$ cat src/rtl/spmem_pkg.sv
// Shared types and constants for the scratchpad-memory request controller.
// Holds the controller state encoding and the response-queue credit rule.
package spmem_pkg;

    typedef enum logic {
        CLEAR = 1'b0,
        SERVE = 1'b1
    } state_t;

    localparam int RSP_FIFO_DEPTH = 3;

    // A new read may be accepted only while every accepted-but-unpopped read
    // still has a guaranteed slot in the response queue.
    function automatic logic has_credit(input int fifo_count, input logic read_in_flight);
        return (fifo_count + int'(read_in_flight)) < RSP_FIFO_DEPTH;
    endfunction

endpackage

$ cat src/rtl/spmem_rsp_fifo.sv
// Small circular response queue: simultaneous push/pop, head data held while
// not popped, head reads as zero when empty.
module spmem_rsp_fifo
    import spmem_pkg::*;
#(
    parameter int DATAWIDTH = 8,
    parameter int DEPTH     = RSP_FIFO_DEPTH
) (
    input  logic                         clk,
    input  logic                         reset,
    input  logic                         push,
    input  logic [DATAWIDTH-1:0]         pushData,
    input  logic                         pop,
    output logic [DATAWIDTH-1:0]         headData,
    output logic [$clog2(DEPTH+1)-1:0]   count
);

    localparam int PTRWIDTH   = (DEPTH > 1) ? $clog2(DEPTH) : 1;
    localparam int COUNTWIDTH = $clog2(DEPTH + 1);

    logic [DATAWIDTH-1:0] storage [DEPTH];
    logic [PTRWIDTH-1:0]  rdPtr;
    logic [PTRWIDTH-1:0]  wrPtr;
    logic                 doPush;
    logic                 doPop;

    function automatic logic [PTRWIDTH-1:0] ptr_next(input logic [PTRWIDTH-1:0] ptr);
        return (ptr == PTRWIDTH'(DEPTH - 1)) ? '0 : ptr + PTRWIDTH'(1);
    endfunction

    assign doPop  = pop && (count != '0);
    assign doPush = push && ((count != COUNTWIDTH'(DEPTH)) || doPop);

    always_ff @(posedge clk) begin
        // NOTE: sequential state uses non-blocking assignments so every register
        // samples pre-edge values regardless of statement order.
        if (reset) begin
            rdPtr <= '0;
            wrPtr <= '0;
            count <= '0;
        end else begin
            if (doPush) wrPtr <= ptr_next(wrPtr);
            if (doPop)  rdPtr <= ptr_next(rdPtr);
            case ({doPush, doPop})
                2'b10:   count <= count + COUNTWIDTH'(1);
                2'b01:   count <= count - COUNTWIDTH'(1);
                default: count <= count;
            endcase
        end
    end

    // NOTE: the data array carries no reset; validity is tracked entirely by
    // count, so clearing storage would only add reset fan-out.
    always_ff @(posedge clk) begin
        if (doPush) storage[wrPtr] <= pushData;
    end

    assign headData = (count != '0) ? storage[rdPtr] : '0;

endmodule

$ cat src/rtl/spmem_request_controller.sv
// Front end for a single-port synchronous RAM: zero-fills the RAM after reset,
// then serves read/write requests with in-order, credit-limited read responses.
module spmem_request_controller
    import spmem_pkg::*;
#(
    parameter int DATAWIDTH    = 8,
    parameter int DATADEPTH    = 1024,
    parameter int ADDRESSWIDTH = $clog2(DATADEPTH)
) (
    input  logic                    clk,
    input  logic                    reset,
    input  logic                    reqValid,
    output logic                    reqReady,
    input  logic                    reqWrite,
    input  logic [ADDRESSWIDTH-1:0] reqAddress,
    input  logic [DATAWIDTH-1:0]    reqData,
    output logic                    rspValid,
    input  logic                    rspReady,
    output logic [DATAWIDTH-1:0]    rspData,
    output logic                    busy,
    output logic                    memWriteEn,
    output logic [DATAWIDTH-1:0]    memDataIn,
    output logic [ADDRESSWIDTH-1:0] memAddress,
    input  logic [DATAWIDTH-1:0]    memDataOut
);

    localparam int COUNTWIDTH = $clog2(RSP_FIFO_DEPTH + 1);
    localparam logic [ADDRESSWIDTH-1:0] LAST_ADDRESS = ADDRESSWIDTH'(DATADEPTH - 1);

    state_t                  state;
    state_t                  stateNext;
    logic [ADDRESSWIDTH-1:0] clearCount;
    logic [ADDRESSWIDTH-1:0] clearCountNext;
    logic                    readInFlight;
    logic                    readInFlightNext;
    logic                    accept;
    logic [COUNTWIDTH-1:0]   fifoCount;
    logic [DATAWIDTH-1:0]    fifoHead;
    logic                    fifoPop;

    always_ff @(posedge clk) begin
        if (reset) begin
            state        <= CLEAR;
            clearCount   <= '0;
            readInFlight <= 1'b0;
        end else begin
            state        <= stateNext;
            clearCount   <= clearCountNext;
            readInFlight <= readInFlightNext;
        end
    end

    always_comb begin
        // NOTE: every output of this block gets a default first, so no path
        // through the case can leave a signal unassigned and infer a latch.
        stateNext        = state;
        clearCountNext   = clearCount;
        readInFlightNext = 1'b0;
        reqReady         = 1'b0;
        accept           = 1'b0;
        busy             = 1'b1;
        memWriteEn       = 1'b0;
        memDataIn        = '0;
        memAddress       = '0;

        if (!reset) begin
            unique case (state)
                CLEAR: begin
                    memWriteEn     = 1'b1;
                    memAddress     = clearCount;
                    clearCountNext = clearCount + ADDRESSWIDTH'(1);
                    if (clearCount == LAST_ADDRESS) begin
                        stateNext      = SERVE;
                        clearCountNext = '0;
                    end
                end
                SERVE: begin
                    busy             = 1'b0;
                    reqReady         = has_credit(int'(fifoCount), readInFlight);
                    accept           = reqValid && reqReady;
                    memAddress       = reqAddress;
                    memDataIn        = reqData;
                    memWriteEn       = accept && reqWrite;
                    readInFlightNext = accept && !reqWrite;
                end
                default: stateNext = CLEAR;
            endcase
        end
    end

    // Reset is sampled synchronously, so the queue may still hold entries during
    // the first reset cycle; the outputs are masked so nothing stale escapes.
    assign rspValid = !reset && (fifoCount != '0);
    assign rspData  = reset ? '0 : fifoHead;
    assign fifoPop  = rspValid && rspReady;

    spmem_rsp_fifo #(
        .DATAWIDTH (DATAWIDTH),
        .DEPTH     (RSP_FIFO_DEPTH)
    ) u_rsp_fifo (
        .clk      (clk),
        .reset    (reset),
        .push     (readInFlight),
        .pushData (memDataOut),
        .pop      (fifoPop),
        .headData (fifoHead),
        .count    (fifoCount)
    );

endmodule

$ cat config.mk
export PLATFORM = sky130hd
export DESIGN_NAME = spmem_request_controller
export DESIGN_NICKNAME = d
export VERILOG_FILES = /design/src/rtl/spmem_pkg.sv /design/src/rtl/spmem_rsp_fifo.sv /design/src/rtl/spmem_request_controller.sv
export SDC_FILE = /design/constraint.sdc
export NUM_CORES = 1
export LEC_CHECK = 0
export BUFFER_PORTS_ARGS = -buffer_cell sky130_fd_sc_hd__buf_2
export CORE_MARGIN = 2
export CORE_UTILIZATION = 51
export CTS_CLUSTER_DIAMETER = 100
export DETAILED_ROUTE_END_ITERATION = 16
export PLACE_DENSITY = 0.89
export SYNTH_ARGS = -nofsm -noshare
export SYNTH_HDL_FRONTEND = slang
export SYNTH_SLANG_ARGS = --single-unit
$ cat constraint.sdc
create_clock -name clk -period 1.95 [get_ports clk]
set_input_delay 0.195 -clock clk [delete_from_list [all_inputs] [get_ports clk]]
set_output_delay 0.195 -clock clk [all_outputs]
set_load 0.05 [all_outputs]
==> out/qor.yml <==
outcome:
  status: "completed"
finish:
  antenna_cells: 0
  syn_to_final_growth_pct: 22.6
  multi_input_area_um2: 923
  final_common_cell: "buf_2"
  finish.net_count: 289
  stdcell_count: 305
  drive_gt1_frac: 0.357
  layout_common_cells: "buf_2 (59), nor2_1 (26), edfxtp_1 (24)"
  fillCellCount: 326
  seq_area_mm2: 0.00113
floorplanning:
  initial_core_util: 0.528
  core_mm2: 0.00397
  die_h_um: 68.1
  num_io_pins: 61
  die-area_mm2: 0.00464
  rows: 23
  die_w_um: 68.1
critical_path:
  crit_type: "register to output port"
  critPathArrivalTime_ps: 1650
  r2r_slack_ps: 250
  worst_setup_path_start_kind: "register"
  required_ps: 1750
  critPathMaxFanout: 5
  end_kind: "output port"
grt:
  gr-total-overflow: 0
  grtUsageMet2: 0.329
  grt_busiest_layer: "met2"
  grt_antenna_before_repair: 0
  met1_usage: 0.189
  grt_usage: 0.175
  grt_pass1_wl_um: 6110
  grt_max_degree: 24
  use_met3: 0.0461
  first_global_vias: 1465
yosys:
  netlist_area_mm2: 0.00210
  ys_ff_latch: 44
  ys_types: 38
  synth_warnings: 0
  seq_area_frac_synth: 0.534
  synthCells: 189
  syn_avg_cell_area_um2: 11.1
  syn_nets: 224
place:
  io_buffers: 60
  dp_slack_ps: 218
  place_hpwl_um: 2780
  dp.cells: 297
  gp_congestion: 0.772
detailed_routing:
  drc: 0
  vias: 1566
  wire_per_inst_um: 12.3
  via_per_inst: 5.13
  first_pass_iters: 4
  antenna_left: 0
  drt_wl_total_um: 3760
  drt_iter0_drc: 91
power:
  p_per_area_mw_per_mm2: 631
  p_leak_uw: 0.00106
  power.total_uw: 1620
  ir_drop_mv: 0.292
clock_network:
  postCtsSetupRepairBufs: 0
  cts.sinks: 44
  hold_buffers: 0
  cts_tree: "done"
  clk_pin_slew_ps: 80
  clock_latency_ps: 280
  clk_path_buf_depth: 2
  cts-root-buf: "clkbuf_8"
  cts_buffers: 5
  htree_levels: 2
sta:
  hold_viol: 0
  setup_ws_ps: 107
  slew_violations: 0
  period_needed_ps: 1840
  fmaxAchievable_ghz: 0.543
  max_slew_margin: 0.679
  setup-tns-final_ps: 0
  min_period_over_period: 0.945
  worst_pin_slew_ps: 481
  setup_viol: 0
  rsz0062_at_grt: "true"
  finClkSkew_ps: 2.36
job:
  maxCapViolCount: 0
worst_hold_path:
  min_path_type: "primary input to register"
[routing by layer]
layer,up-vias,routed length (um),part of all wire
met4,0,29,0.0077
met1,710,1620,0.43
met5,-,0,0
met3,4,200,0.053
li1,809,-,-
met2,43,1910,0.51
[logic make-up (layout without fill, tap and decap cells)]
kind of cell,Yosys count,in the layout,synth area share
buf+inv,15,81,0.0304
fa+ha+maj,4,4,0.0239
compound gates,26,26,0.0799
flops,44,44,0.534
mux,27,27,0.134
simple gates,68,68,0.177
xor+xnor,5,5,0.0209
[sequential cells by signal, indices dropped and copies added, names as in the netlist, named ones only]
name                cells
state                   1
clearCount             10
readInFlight            1
u_rsp_fifo.count        2
u_rsp_fifo.rdPtr        2
u_rsp_fifo.wrPtr        2
u_rsp_fifo.storage     24
[layout make-up]
class                           count  share of cell area
Tap cell                           50              0.0243
Multi-Input combinational cell    130               0.359
Sequential cell                    44               0.438
Clock buffer                        5              0.0268
Timing Repair Buffer               66               0.137
Clock inverter                      3             0.00535
Inverter                            7              0.0102
[report_power, final]
group | total, uW | internal, uW | switching (uW)
combinational | 105 | 44.5 | 60.4
clock | 523 | 243 | 280
sequential | 996 | 982 | 13.9
total | 1620 | 1270 | 354
[cell usage after synthesis]
cell / instances / share of area
or3_1: 5 / 0.015
o22ai_1: 2 / 0.0060
nand3_1: 3 / 0.0072
clkbuf_1: 2 / 0.0036
edfxtp_1: 24 / 0.34
nor2b_1: 4 / 0.012
mux2i_1: 18 / 0.086
mux2_2: 9 / 0.048
o31ai_1: 3 / 0.011
dfxtp_1: 20 / 0.19
xnor2_1: 2 / 0.0083
xor2_1: 3 / 0.013
nand4b_4: 1 / 0.011
buf_4: 1 / 0.0036
a21oi_1: 9 / 0.021
o21a_1: 2 / 0.0072
nand4b_1: 1 / 0.0042
a22o_1: 1 / 0.0042
o21ai_0: 4 / 0.0095
nand4_1: 2 / 0.0060
nand2_1: 7 / 0.013
o311ai_0: 1 / 0.0042
o2111ai_1: 2 / 0.0083
nor2_1: 26 / 0.047
nor3_1: 4 / 0.0095
o21bai_1: 1 / 0.0036
and2_1: 9 / 0.027
buf_2: 3 / 0.0072
a21bo_2: 1 / 0.0048
and3_1: 1 / 0.0030
or4b_1: 1 / 0.0048
inv_1: 7 / 0.013
and3b_1: 1 / 0.0042
nand3b_2: 1 / 0.0054
nand3_2: 1 / 0.0048
ha_1: 4 / 0.024
buf_1: 2 / 0.0036
or4_1: 1 / 0.0036
[through the flow]
| step | hold WS [ps] | area, um^2 | utilization |
|---|---|---|---|
| 3_3_place_gp | 398 | 2470 | 0.623 |
| 2_1_floorplan | 294 | 2100 | - |
| 3_5_place_dp | 401 | 2470 | 0.623 |
| 6_report | 107 | 2570 | 0.648 |
| 5_1_grt | 93.0 | 2570 | 0.648 |
| 4_1_cts | 96.5 | 2560 | 0.644 |
[critical path, stage by stage (launching register included)]
cell and delay [ps]:
dfxtp_4 370, ha_1 190, ha_1 280, a21oi_2 130, and2_1 140, buf_2 260
[timing repair]
action	CTS	global route
endpoints found under the setup margin	1	7
pin swaps	0	3
resized for setup	2	5
[worst paths after layout]
check,endpoint,from,cells past startpoint
setup / recovery,reqReady,u_rsp_fifo.count[0],5
hold / removal,u_rsp_fifo.storage[1][2],memDataOut[2],1
setup reg to reg,u_rsp_fifo.count[1],u_rsp_fifo.count[1],6
hold reg to reg,register,u_rsp_fifo.rdPtr[1],1
(Power assumes the default switching activity.)
